## src/rtl/write_master_port_pkg.sv

```systemverilog
// Shared types and width helpers for the write master port and its ID free list.
package write_master_port_pkg;

  typedef enum logic [1:0] {
    ST_IDLE = 2'd0,
    ST_ADDR = 2'd1,
    ST_DATA = 2'd2
  } state_t;

  typedef enum logic [1:0] {
    RESP_OKAY   = 2'd0,
    RESP_EXOKAY = 2'd1,
    RESP_SLVERR = 2'd2,
    RESP_DECERR = 2'd3
  } resp_t;

  // Width of the transaction ID field; never narrower than one bit.
  function automatic int id_width(input int num_ids);
    return (num_ids < 2) ? 1 : $clog2(num_ids);
  endfunction

  // Width of the beats-minus-one length field; never narrower than one bit.
  function automatic int len_width(input int max_len);
    return (max_len < 2) ? 1 : $clog2(max_len);
  endfunction

endpackage

```

## src/rtl/write_master_port_id_free_list.sv

```systemverilog
// Busy bitmap of outstanding transaction IDs with lowest-free allocation.
module id_free_list
  import write_master_port_pkg::*;
#(
  parameter  int NUM_IDS = 2,
  localparam int IW      = id_width(NUM_IDS)
) (
  input  logic               clk,
  input  logic               clr,
  input  logic               alloc,
  input  logic               free,
  input  logic [IW-1:0]      free_id,
  output logic [NUM_IDS-1:0] busy,
  output logic [IW-1:0]      alloc_id,
  output logic               any_free
);

  logic [NUM_IDS-1:0] alloc_mask;
  logic [NUM_IDS-1:0] free_mask;

  // Scan from the top so the lowest free index wins.
  always_comb begin
    alloc_id = '0;
    for (int i = NUM_IDS - 1; i >= 0; i--) begin
      if (!busy[i]) alloc_id = IW'(i);
    end
    any_free   = ~&busy;
    alloc_mask = alloc ? (NUM_IDS'(1) << alloc_id) : '0;
    free_mask  = free ? (NUM_IDS'(1) << free_id) : '0;
  end

  // Allocation is chosen from the pre-update bitmap, so an ID freed this
  // cycle is never handed out again in the same cycle.
  always_ff @(posedge clk) begin
    if (!clr) begin
      busy <= '0;
    end else begin
      busy <= (busy & ~free_mask) | alloc_mask;
    end
  end

endmodule

```

## src/rtl/write_master_port.sv

```systemverilog
// Write master port: accepts a command, requests the AW channel, streams the
// burst beats, and retires transaction IDs as write responses come back.
module write_master_port
  import write_master_port_pkg::*;
#(
  parameter  int ADDR_WIDTH            = 32,
  parameter  int DATA_WIDTH            = 32,
  parameter  int NUM_OUTSTANDING_TRANS = 2,
  parameter  int MAX_BURST_LEN         = 16,
  localparam int IW                    = id_width(NUM_OUTSTANDING_TRANS),
  localparam int LW                    = len_width(MAX_BURST_LEN)
) (
  input  logic                  clk,
  input  logic                  clr,
  input  logic                  cmd_valid,
  output logic                  cmd_ready,
  input  logic [ADDR_WIDTH-1:0] cmd_addr,
  input  logic [LW-1:0]         cmd_len,
  input  logic                  wdata_valid,
  output logic                  wdata_ready,
  input  logic [DATA_WIDTH-1:0] wdata,
  output logic                  AW_request,
  output logic [ADDR_WIDTH-1:0] AW_addr,
  output logic [IW-1:0]         AW_id,
  input  logic                  AW_grant,
  output logic                  W_valid,
  output logic [DATA_WIDTH-1:0] W_data,
  output logic                  W_last,
  input  logic                  W_ready,
  input  logic                  B_valid,
  input  logic [IW-1:0]         B_id,
  input  logic [1:0]            B_resp,
  output logic                  B_ready,
  output logic                  done_valid,
  output logic [IW-1:0]         done_id,
  output logic [1:0]            done_resp,
  output logic                  spurious_b,
  output state_t                state
);

  // Handshake rule for every channel here: a transfer happens in exactly the
  // cycle where valid and ready are both high; neither side waits on the other.

  state_t state_q, state_d;
  logic [LW-1:0] len_q;
  logic [LW-1:0] beat_cnt;
  logic [NUM_OUTSTANDING_TRANS-1:0] busy;
  logic [IW-1:0] alloc_id;
  logic any_free;
  logic cmd_fire;
  logic w_fire;
  logic b_hit;
  logic b_miss;

  id_free_list #(
    .NUM_IDS(NUM_OUTSTANDING_TRANS)
  ) u_id_free_list (
    .clk      (clk),
    .clr      (clr),
    .alloc    (cmd_fire),
    .free     (b_hit),
    .free_id  (B_id),
    .busy     (busy),
    .alloc_id (alloc_id),
    .any_free (any_free)
  );

  assign B_ready = 1'b1;
  assign state   = state_q;
  assign b_hit   = B_valid & busy[B_id];
  assign b_miss  = B_valid & ~busy[B_id];

  always_comb begin
    state_d     = state_q;
    cmd_ready   = 1'b0;
    AW_request  = 1'b0;
    W_valid     = 1'b0;
    W_data      = '0;
    W_last      = 1'b0;
    wdata_ready = 1'b0;
    cmd_fire    = 1'b0;
    w_fire      = 1'b0;
    case (state_q)
      ST_IDLE: begin
        // Held low while reset is asserted so the port never accepts in reset.
        cmd_ready = clr & any_free;
        cmd_fire  = cmd_valid & cmd_ready;
        if (cmd_fire) state_d = ST_ADDR;
      end
      ST_ADDR: begin
        AW_request = 1'b1;
        if (AW_grant) state_d = ST_DATA;
      end
      ST_DATA: begin
        W_valid     = wdata_valid;
        W_data      = wdata;
        wdata_ready = W_ready;
        W_last      = (beat_cnt == len_q);
        w_fire      = W_valid & W_ready;
        if (w_fire && W_last) state_d = ST_IDLE;
      end
      default: state_d = ST_IDLE;
    endcase
  end

  always_ff @(posedge clk) begin
    if (!clr) begin
      state_q    <= ST_IDLE;
      AW_addr    <= '0;
      AW_id      <= '0;
      len_q      <= '0;
      beat_cnt   <= '0;
      done_valid <= 1'b0;
      done_id    <= '0;
      done_resp  <= '0;
      spurious_b <= 1'b0;
    end else begin
      state_q <= state_d;
      if (cmd_fire) begin
        AW_addr <= cmd_addr;
        AW_id   <= alloc_id;
        len_q   <= cmd_len;
      end
      if (w_fire) beat_cnt <= W_last ? '0 : beat_cnt + 1'b1;
      done_valid <= b_hit;
      if (b_hit) begin
        done_id   <= B_id;
        done_resp <= B_resp;
      end
      if (b_miss) spurious_b <= 1'b1;
    end
  end

endmodule

```

## config.mk

```make
export PLATFORM = sky130hd
export DESIGN_NAME = write_master_port
export DESIGN_NICKNAME = d
export VERILOG_FILES = /design/src/rtl/write_master_port_pkg.sv /design/src/rtl/write_master_port_id_free_list.sv /design/src/rtl/write_master_port.sv
export SDC_FILE = /design/constraint.sdc
export NUM_CORES = 1
export LEC_CHECK = 0
export ABC_AREA = 1
export CAP_MARGIN = 5
export CORE_MARGIN = 10
export CORE_UTILIZATION = 35
export DETAILED_ROUTE_END_ITERATION = 12
export PLACE_DENSITY = 0.88
export SLEW_MARGIN = 20
export SYNTH_ARGS = -nofsm -noshare
export SYNTH_HDL_FRONTEND = slang
export SYNTH_SLANG_ARGS = --single-unit
export TNS_END_PERCENT = 20
```

## constraint.sdc

```tcl
create_clock -name clk -period 1.3 [get_ports clk]
set_input_delay 0.195 -clock clk [delete_from_list [all_inputs] [get_ports clk]]
set_output_delay 0.195 -clock clk [all_outputs]
set_load 0.1 [all_outputs]
```

==> results by group <==
Pwr
  • Peak VDD IR: 0.000890 V
  • Power share of the clock group: 0.214
  • Power density of the placed cells: 906 mW/mm2
  • Total internal power: 2.95 mW
  • Final total power: 4.85 mW
  • Leakage power: 2.30 nW
  • Reg power frac: 0.358
  • Switching Power: 1.90 mW
  • Comb pwr share: 0.428
  • Switch share: 0.392

Layout
  • Fill cell total of the finished layout: 296
  • Utilization of the core after routing: 0.848
  • Count of antenna diodes in the layout: 0
  • Design area: 0.00535 mm2
  • Multi-input gate area in the final layout: 0.00128 mm2
  • Reg area: 0.00102 mm2
  • Fraction of final layout cells sized beyond drive strength 1: 0.381
  • Area growth from synthesis to layout: 136%
  • Number of nets in the finished design: 585
  • Finished Layout Cells: 584

Detailed routing
  • First drt pass iteration count: 4
  • Number of vias per cell: 4.82
  • Routed Antenna Nets: 0
  • Total wire length: 10,500 um
  • Initial DRC Count: 122
  • Wire length per cell after detailed routing: 18.0 um
  • Count of unresolved DRC violations after routing: 0
  • Via Count: 2,815

Floorplanning
  • Die area: 0.0101 mm2
  • Floorplan core area: 0.00631 mm2
  • I/O pin count: 156
  • Starting density of the core: 0.359
  • Die width: 100 um
  • Number of placement rows: 29
  • Die H: 100 um

Clocking
  • Maximum number of buffers from clock root to sink: 2
  • Root buffer selected by CTS: sky130_fd_sc_hd__clkbuf_8
  • Number of buffers created by CTS: 5
  • Clock insertion delay at the later pin of the skew report: 0.31 ns
  • H-tree levels: 2
  • CTS tree: done
  • Num Clock Sinks: 50
  • Clock edge transition at the registers on the reported setup and hold paths: 0.10 ns
  • Count of hold buffers inserted by post-cts repair: 0

Yosys
  • Yosys cell types: 25
  • Count of warnings emitted by yosys: 0
  • FFs w/ async S/R, synth: 0
  • Area of the mapped netlist: 0.00227 mm2
  • Predominant post-synthesis flop cell: sky130_fd_sc_hd__dfxtp_1
  • Synthesized instance count: 328
  • Share of the yosys chip area belonging to registers: 0.442
  • Number of flops mapped to enable cells by yosys: 0
  • Post-synthesis average cell area: 6.91 um2
  • Post-synthesis net count: 407
  • Flop and latch count out of synthesis: 50

Timing
  • Final setup slack of the worst path: -0.293 ns
  • Unrepaired setup endpoints after global routing: true
  • Count of final max-slew check failures: 0
  • Final-layout setup total negative slack: -6.84 ns
  • Fin crit share: 1.23
  • Worst Skew: 0.0123 ns
  • FMAX: 628 MHz
  • Tmin final: 1.59 ns
  • Count of endpoints failing hold in the final timing report: 0
  • Hold slack final: 0.458 ns
  • Final setup viols: 41

GRT
  • Wire length of the first global-routing pass: 15,900 um
  • Overall overflow remaining after global route: 0
  • Total routing usage reported by global routing: 0.197
  • Number of global-route vias before repair: 2,994
  • Pin count of the biggest net entering global routing: 42
  • Number of antenna violations at the first check in global routing: 0

Critical path
  • Start-to-end type of the worst setup path: reg2out
  • Biggest cell delay along the critical path: 0.37 ns
  • Ordered list of cells on the worst path: inv_2, nand2_1, nand2_1, nor2_2, nand2_2, nor2_4, buf_12
  • Library cell appearing most often on the critical path: sky130_fd_sc_hd__nand2_1
  • Data arrival time of the critical path: 1.40 ns
  • Family with the most delay on the worst path: simple AND/OR/NAND/NOR gates
  • Max Fanout on Critical Path: 3
  • Worst Path Buf+Inv: 2
  • Slowest-stage cell, CP: sky130_fd_sc_hd__dfxtp_2
  • Critical path endpoint category: primary output
  • Required time of the critical path: 1.11 ns
  • Kind of start point of the critical path: register

Worst hold path
  • Class of the tightest hold or removal check: in2reg

Place
  • Inst Count DP: 564
  • Worst slack at placement: -0.274 ns
  • Dpl hpwl: 7910 um
  • Placer congestion estimate: 0.843
  • Cell area after placement: 0.00505 mm2
  • Number of I/O port buffers: 154

Job
  • Max-cap violation count: 0

Outcome
  • Outcome: finished with violations
  • Violated checks: setup timing
==> cell families after synthesis <==
family / Yosys count / synth area share
buf+inv: 69 / 0.143
flops: 50 / 0.442
xor+xnor: 3 / 0.0116
simple gates: 149 / 0.264
other cells: 1 / 0.00165
compound gates: 55 / 0.132
fa+ha+maj: 1 / 0.00552
==> worst min-delay path: cells and delay by family <==
family | cells | cell delay [ns]
AND/OR/NAND/NOR | 2 | 0.15
buffers and inverters | 1 | 0.40
==> layout make-up <==
| type | count | area share |
|---|---|---|
| multi-input combinational | 210 | 0.240 |
| timing repair buffer | 186 | 0.493 |
| tap | 77 | 0.0180 |
| clock buffer | 7 | 0.0182 |
| inverter | 53 | 0.0390 |
| clock inverter | 1 | 0.00117 |
| sequential | 50 | 0.190 |
==> layer usage <==
layer,vias to the layer above,share of wire,global-route usage
met1,1296,0.36,0.205
met3,13,0.12,0.0974
met2,161,0.50,0.342
met4,0,0.014,0.0533
met5,-,0,0
li1,1345,-,-
==> state kept, by name, indices dropped and copies added, names as in the netlist <==
name / count
beat_cnt: 4
len_q: 4
u_id_free_list.busy: 2
state: 2
AW_addr: 32
done_valid: 1
spurious_b: 1
done_resp: 2
AW_id: 1
done_id: 1
==> power by group through the flow <==
stage	registers, mW	clock network, mW	logic (mW)
2_1_floorplan	2.31	0	0.581
3_3_place_gp	1.75	0	1.96
3_5_place_dp	1.76	0	2.00
4_1_cts	1.73	1.04	2.04
5_1_grt	1.74	1.10	2.16
6_report	1.74	1.04	2.08
==> placed cells by master, fill, tap and decap left out, types with 2 or more instances in the layout <==
cell type                         netlist  final
sky130_fd_sc_hd__dfxtp_1               50     41
sky130_fd_sc_hd__a21oi_2                3      4
sky130_fd_sc_hd__nor2_4                 0     39
sky130_fd_sc_hd__nor2_1               112     72
sky130_fd_sc_hd__o21ai_2                3      4
sky130_fd_sc_hd__nand2_1               27     23
sky130_fd_sc_hd__xor2_1                 3      3
sky130_fd_sc_hd__buf_4                  2     24
sky130_fd_sc_hd__dfxtp_2                0      7
sky130_fd_sc_hd__o21ai_1                0     12
sky130_fd_sc_hd__clkbuf_16              0      2
sky130_fd_sc_hd__inv_6                  1      2
sky130_fd_sc_hd__inv_2                  0      7
sky130_fd_sc_hd__o21ai_0               41     28
sky130_fd_sc_hd__nand3_2                1      2
sky130_fd_sc_hd__buf_12                 0     80
sky130_fd_sc_hd__dfxtp_4                0      2
sky130_fd_sc_hd__a21oi_1                7      6
sky130_fd_sc_hd__nor2_2                 1      2
sky130_fd_sc_hd__clkdlybuf4s50_1        0     76
sky130_fd_sc_hd__nor3_1                 2      2
sky130_fd_sc_hd__buf_6                  7      2
sky130_fd_sc_hd__inv_1                 52     44
sky130_fd_sc_hd__nand2_2                1      4
sky130_fd_sc_hd__clkbuf_8               0      5
==> final timing paths <==
check                    start          end  slack [ns]  cells after the start
setup / recovery   beat_cnt[2]       W_last       -0.29                      7
hold / removal    cmd_addr[17]  AW_addr[17]        0.46                      3
setup reg to reg   beat_cnt[2]  beat_cnt[1]       -0.09                     10
hold reg to reg       len_q[2]     len_q[2]        0.47                      2
==> Yosys cell counts, types with 3 or more instances <==
master,count,area share
sky130_fd_sc_hd__nor2_1,112,0.19
sky130_fd_sc_hd__inv_1,52,0.086
sky130_fd_sc_hd__dfxtp_1,50,0.44
sky130_fd_sc_hd__o21ai_0,41,0.091
sky130_fd_sc_hd__nand2_1,27,0.045
sky130_fd_sc_hd__a21oi_1,7,0.015
sky130_fd_sc_hd__buf_6,7,0.035
sky130_fd_sc_hd__clkbuf_1,6,0.0099
sky130_fd_sc_hd__a21oi_2,3,0.012
sky130_fd_sc_hd__o21ai_2,3,0.012
sky130_fd_sc_hd__xor2_1,3,0.012
==> timing repair <==
action	in CTS	in global routing
setup buffers	2	7
cloned	1	2
pin swaps	6	12
setup endpoints to repair	47	79
resized for setup	19	28
Power figures use the tool's default switching activity.
